<file path="config.mk">
export PLATFORM = sky130hd
export DESIGN_NAME = vec_play
export DESIGN_NICKNAME = d
export VERILOG_FILES = /design/src/rtl/vec_play.sv
export SDC_FILE = /design/constraint.sdc
export NUM_CORES = 1
export LEC_CHECK = 0
export ABC_AREA = 1
export BUFFER_PORTS_ARGS = -buffer_cell sky130_fd_sc_hd__clkbuf_2
export CORE_ASPECT_RATIO = 0.8
export CORE_MARGIN = 2
export CORE_UTILIZATION = 54
export CTS_CLUSTER_DIAMETER = 60
export DETAILED_ROUTE_END_ITERATION = 7
export PLACE_DENSITY = 0.88
export SYNTH_ARGS = -nofsm -noshare
export SYNTH_HDL_FRONTEND = slang
export SYNTH_SLANG_ARGS = --single-unit
</file>
<file path="constraint.sdc">
create_clock -name clk -period 13.97 [get_ports clk]
set_input_delay 2.794 -clock clk [delete_from_list [all_inputs] [get_ports clk]]
set_output_delay 2.794 -clock clk [all_outputs]
set_load 0.005 [all_outputs]
</file>
<file path="src/rtl/vec_play.sv">
// Phase-accumulator player for a 256-bit vector; outputs update 1 clk after the phase step.
// Define VEC_PLAY_SNAPSHOT_EN for a tear-free pass that plays from a snapshot refreshed only at LOAD and wrap.
module vec_play #(
  parameter int PHASE_W = 24
) (
  input  logic               clk,
  input  logic               rst,
  input  logic [255:0]       vec,
  input  logic               gate,
  input  logic [PHASE_W-1:0] step,
  output logic               bit_out,
  output logic [7:0]         idx,
  output logic [4:0]         level,
  output logic               adv,
  output logic               wrap,
  output logic               busy
);

  typedef enum logic [1:0] {IDLE, LOAD, RUN} state_t;

  state_t             state;
  logic [PHASE_W-1:0] phase;
  logic [15:0]        history;

  logic [PHASE_W:0]   sum;
  logic [PHASE_W-1:0] phase_n;
  logic               carry;
  logic [7:0]         idx_n;
  logic               advance;
  logic               new_bit;
  logic [4:0]         level_n;

  assign sum     = {1'b0, phase} + {1'b0, step};
  assign phase_n = sum[PHASE_W-1:0];
  assign carry   = sum[PHASE_W];
  assign idx_n   = phase_n[PHASE_W-1 -: 8];
  assign advance = (idx_n != phase[PHASE_W-1 -: 8]);
  // level tracks popcount(history) incrementally: one bit in, the oldest out
  assign level_n = level + {4'b0, new_bit} - {4'b0, history[15]};

`ifdef VEC_PLAY_SNAPSHOT_EN
  logic [255:0] snapshot;

  // On a wrap the fresh vector is played immediately, not the stale snapshot
  assign new_bit = carry ? vec[idx_n] : snapshot[idx_n];

  always_ff @(posedge clk) begin
    if (rst) begin
      snapshot <= '0;
    end else if (state == LOAD) begin
      snapshot <= vec;
    end else if (state == RUN && gate && carry) begin
      snapshot <= vec;
    end
  end
`else
  assign new_bit = vec[idx_n];
`endif

  always_ff @(posedge clk) begin
    if (rst) begin
      state   <= IDLE;
      phase   <= '0;
      idx     <= '0;
      bit_out <= 1'b0;
      level   <= '0;
      history <= '0;
      adv     <= 1'b0;
      wrap    <= 1'b0;
      busy    <= 1'b0;
    end else begin
      adv  <= 1'b0;
      wrap <= 1'b0;
      case (state)
        IDLE: begin
          if (gate) begin
            state <= LOAD;
            busy  <= 1'b1;
          end
        end
        LOAD: begin
          phase   <= '0;
          idx     <= '0;
          bit_out <= vec[0];
          history <= {15'b0, vec[0]};
          level   <= {4'b0, vec[0]};
          state   <= RUN;
        end
        RUN: begin
          if (!gate) begin
            state   <= IDLE;
            busy    <= 1'b0;
            phase   <= '0;
            idx     <= '0;
            bit_out <= 1'b0;
            history <= '0;
            level   <= '0;
          end else begin
            phase <= phase_n;
            wrap  <= carry;
            // Skipped indices never reach history; only the landing index is played
            if (advance) begin
              idx     <= idx_n;
              bit_out <= new_bit;
              history <= {history[14:0], new_bit};
              level   <= level_n;
              adv     <= 1'b1;
            end
          end
        end
        default: begin
          state <= IDLE;
          busy  <= 1'b0;
        end
      endcase
    end
  end

endmodule
</file>
==> results.tsv <==
stage	metric	value	unit
synth	Synth area leaders	nand2_1, dfxtp_1, inv_1	
timing	normalized max-slew margin	18.77	%
setup_path	CP bufs+invs	7	
run	max cap viols	0	
setup_path	CP Capture Type	flop	
place	Final Wtd Congestion	0.9190	
timing	Tmin final	8.137	ns
cts	maximum buffer depth of the clock tree	2	
hold_path	min-delay worst type	flop to flop	
synth	Yosys top cell area share	29.67	%
timing	total negative slack	0	ns
floorplanning	DIE HEIGHT	109.2	um
setup_path	crit-path most repeated cell	nand2_1	
floorplanning	I/O Pins	300	
synth	Syn Inst Count	1437	
floorplanning	Rows	38	
synth	Net Count, Synth	1754	
global_route	pin count of the biggest net entering global routing	119	
synth	synthesis-stage register bit count	58	
power	Pwr per Cell Area	107.6	mW/mm^2
synth	Synth cell types	45	
cts	CTS clock-pin slew for the worst setup and hold paths	0.05	ns
setup_path	crit start category	input pin	
detailed_routing	Via density	5.077	
synth	cell with the most instances after synthesis	nand2_1	
cts	Resized Gates After CTS	0	
detailed_routing	DRC viols	0	
synth	syn avg cell area	5.194	um^2
timing	Worst-Margin Slew	1.215	ns
detailed_routing	Pre-antenna DRT Iters	5	
setup_path	Worst EP required	14.24	ns
layout	post-route cell area	0.009273	mm^2
floorplanning	initial cell density of the core	55.08	%
synth	Synth top cells by count	nand2_1, inv_1, nand3_1	
layout	diode count	0	
synth	cell accounting for the most synthesized area	nand2_1	
detailed_routing	Routed WL	24950	um
place	DP Worst Slack	5.568	ns
layout	share of cells above drive strength 1	22.40	%
timing	RSZ-0062 raised after global routing	no	
place	detailed placement HPWL	19280	um
layout	fillcell total	1353	
timing	setup violators final	0	
timing	final clock skew	0.006047	ns
cts	Setup Fix Bufs, Post-CTS	0	
timing	Final Hold Fails	0	
layout	final net count	2005	
setup_path	Crit Path Category	input pin to flop	
global_route	initial antenna violation count	0	
floorplanning	Die Wd	135.4	um
floorplanning	CORE AREA	0.01355	mm^2
setup_path	CP top delay family	simple AND/OR/NAND/NOR gates	
timing	maximum clock rate	122.9	MHz
detailed_routing	antenna viol nets, final	0	
power	IR drop worst, VDD	77.97	uV
cts	Num CTS Buffers	9	
global_route	vias in the first global route	8618	
synth	EDFF count, synth	0	
timing	Slew Viols, Final	0	
synth	Seq/Total Area, Yosys	15.56	%
place	DP Area	0.008955	mm^2
global_route	first-pass GRT wire length	39920	um
timing	Setup WS post-layout	5.833	ns
synth	top_reg_cell synth	dfxtp_1	
layout	fin util	68.43	%
cts	Skew-Pair Late Insertion Delay	0.33	ns
global_route	GRT overflow	0	
cts	# hold bufs at CTS	0	
synth	FFs w/ async S/R, synth	0	%
setup_path	Max Fanout on Critical Path	118	
setup_path	CP max stage delay	0.86	ns
cts	CTS tree	done	
detailed_routing	WL/cell	13.33	um
cts	clock tree root buffer cell	clkbuf_16	
setup_path	WP data arrival	8.41	ns
layout	synthesis-to-layout area growth	24.24	%
setup_path	Max stage delay cell, worst path	buf_4	
synth	Syn. warnings	0	
floorplanning	die area	0.01478	mm^2
power	leak pwr	5.947	nW
timing	final worst-path cycle share	58.25	%
cts	CTS sink count	58	
power	Power Total	0.9979	mW
detailed_routing	via count	9504	
cts	H-Tree Depth	3	
place	# port buffers	299	
run_status	run status	finished, final reports clean	
detailed_routing	DR iter-0 viols	895	
global_route	GRT Overall Usage	33.34	%
synth	post-synthesis cell area	0.007463	mm^2
==> kinds of logic after synthesis <==
kind of cell	synth area share (%)
xor gates and xnor gates	2.213
buffers and inverters	18.17
AOI/OAI and AO/OA	11.18
DFF	15.56
adders and majority gates	5.901
and+or+nand+nor	46.97
==> stage by stage <==
| step | instances | hold WS [ns] |
|---|---|---|
| 6_report | 1872 | 0.4654 |
| 3_5_place_dp | 1857 | 0.4557 |
| 2_1_floorplan | 1437 | 0.4442 |
| 4_1_cts | 1872 | 0.4706 |
| 3_3_place_gp | 1857 | 0.4498 |
| 5_1_grt | 1872 | 0.4833 |
==> where the power goes <==
group | total (mW) | switching (mW) | leakage [nW] | internal (mW)
clock | 0.238 | 0.0781 | 0.158 | 0.159
combinational | 0.515 | 0.329 | 5.32 | 0.185
sequential | 0.246 | 0.0342 | 0.474 | 0.212
total | 0.998 | 0.442 | 5.95 | 0.556
==> tightest hold or removal path, delay by kind of cell, from the launching register on <==
family | cells | cell delay [ns]
AOI/OAI and AO/OA | 1 | 0.05
and+or+nand+nor | 1 | 0.06
DFF | 1 | 0.31
==> registers in the layout (all words and copies together), names as in the netlist <==
register / flops
phase: 24
history: 16
idx: 8
level: 5
state: 2
adv: 1
busy: 1
wrap: 1
==> layout make-up <==
class	count	area (um^2)	share of cell area, %
Clock buffer	10	239.0	2.577
Clock inverter	5	78.83	0.8501
Inverter	286	1076	11.60
Multi-Input combinational cell	1029	4959	53.47
Sequential cell	58	1161	12.52
Tap cell	180	225.2	2.429
Timing Repair Buffer	304	1534	16.54
==> metal layers <==
layer  part of all wire (%)  GRT usage (%)
met1                     43          42.94
met2                     46          57.47
met3                    8.7          6.416
met4                    2.1          8.705
met5                      0              0
==> cells in the final DEF, fill, tap and decap left out, types with 2 or more instances in the layout <==
cell       instances
o211ai_1           5
a21boi_0           7
nand3_1          151
nor2_2            11
clkbuf_2         299
a211oi_1           2
xor2_2             3
inv_1            278
fa_1               2
o21bai_1           6
or2_2              9
a21boi_4           2
bufinv_16          2
nand2_4            3
o21ai_1            4
dfxtp_1           58
xor2_1             7
nand4_1            2
nor2_1            49
clkinv_2           2
a21oi_1           68
buf_4              5
nand2_2           12
ha_1              32
o21ai_0           41
nand3b_1           8
nand2_1          587
clkbuf_16          9
nand3_2            4
inv_2              7
==> worst paths after layout <==
path                             startpoint           to  slack [ns]  cells past startpoint
worst min register to register  history[12]  history[13]        0.47                      2
worst min-delay path            history[12]  history[13]        0.47                      2
worst max-delay path                step[0]     level[4]        5.83                     37
worst max register to register     phase[0]     level[4]        8.02                     36
Note: power is estimated with default switching activity, not from simulation.
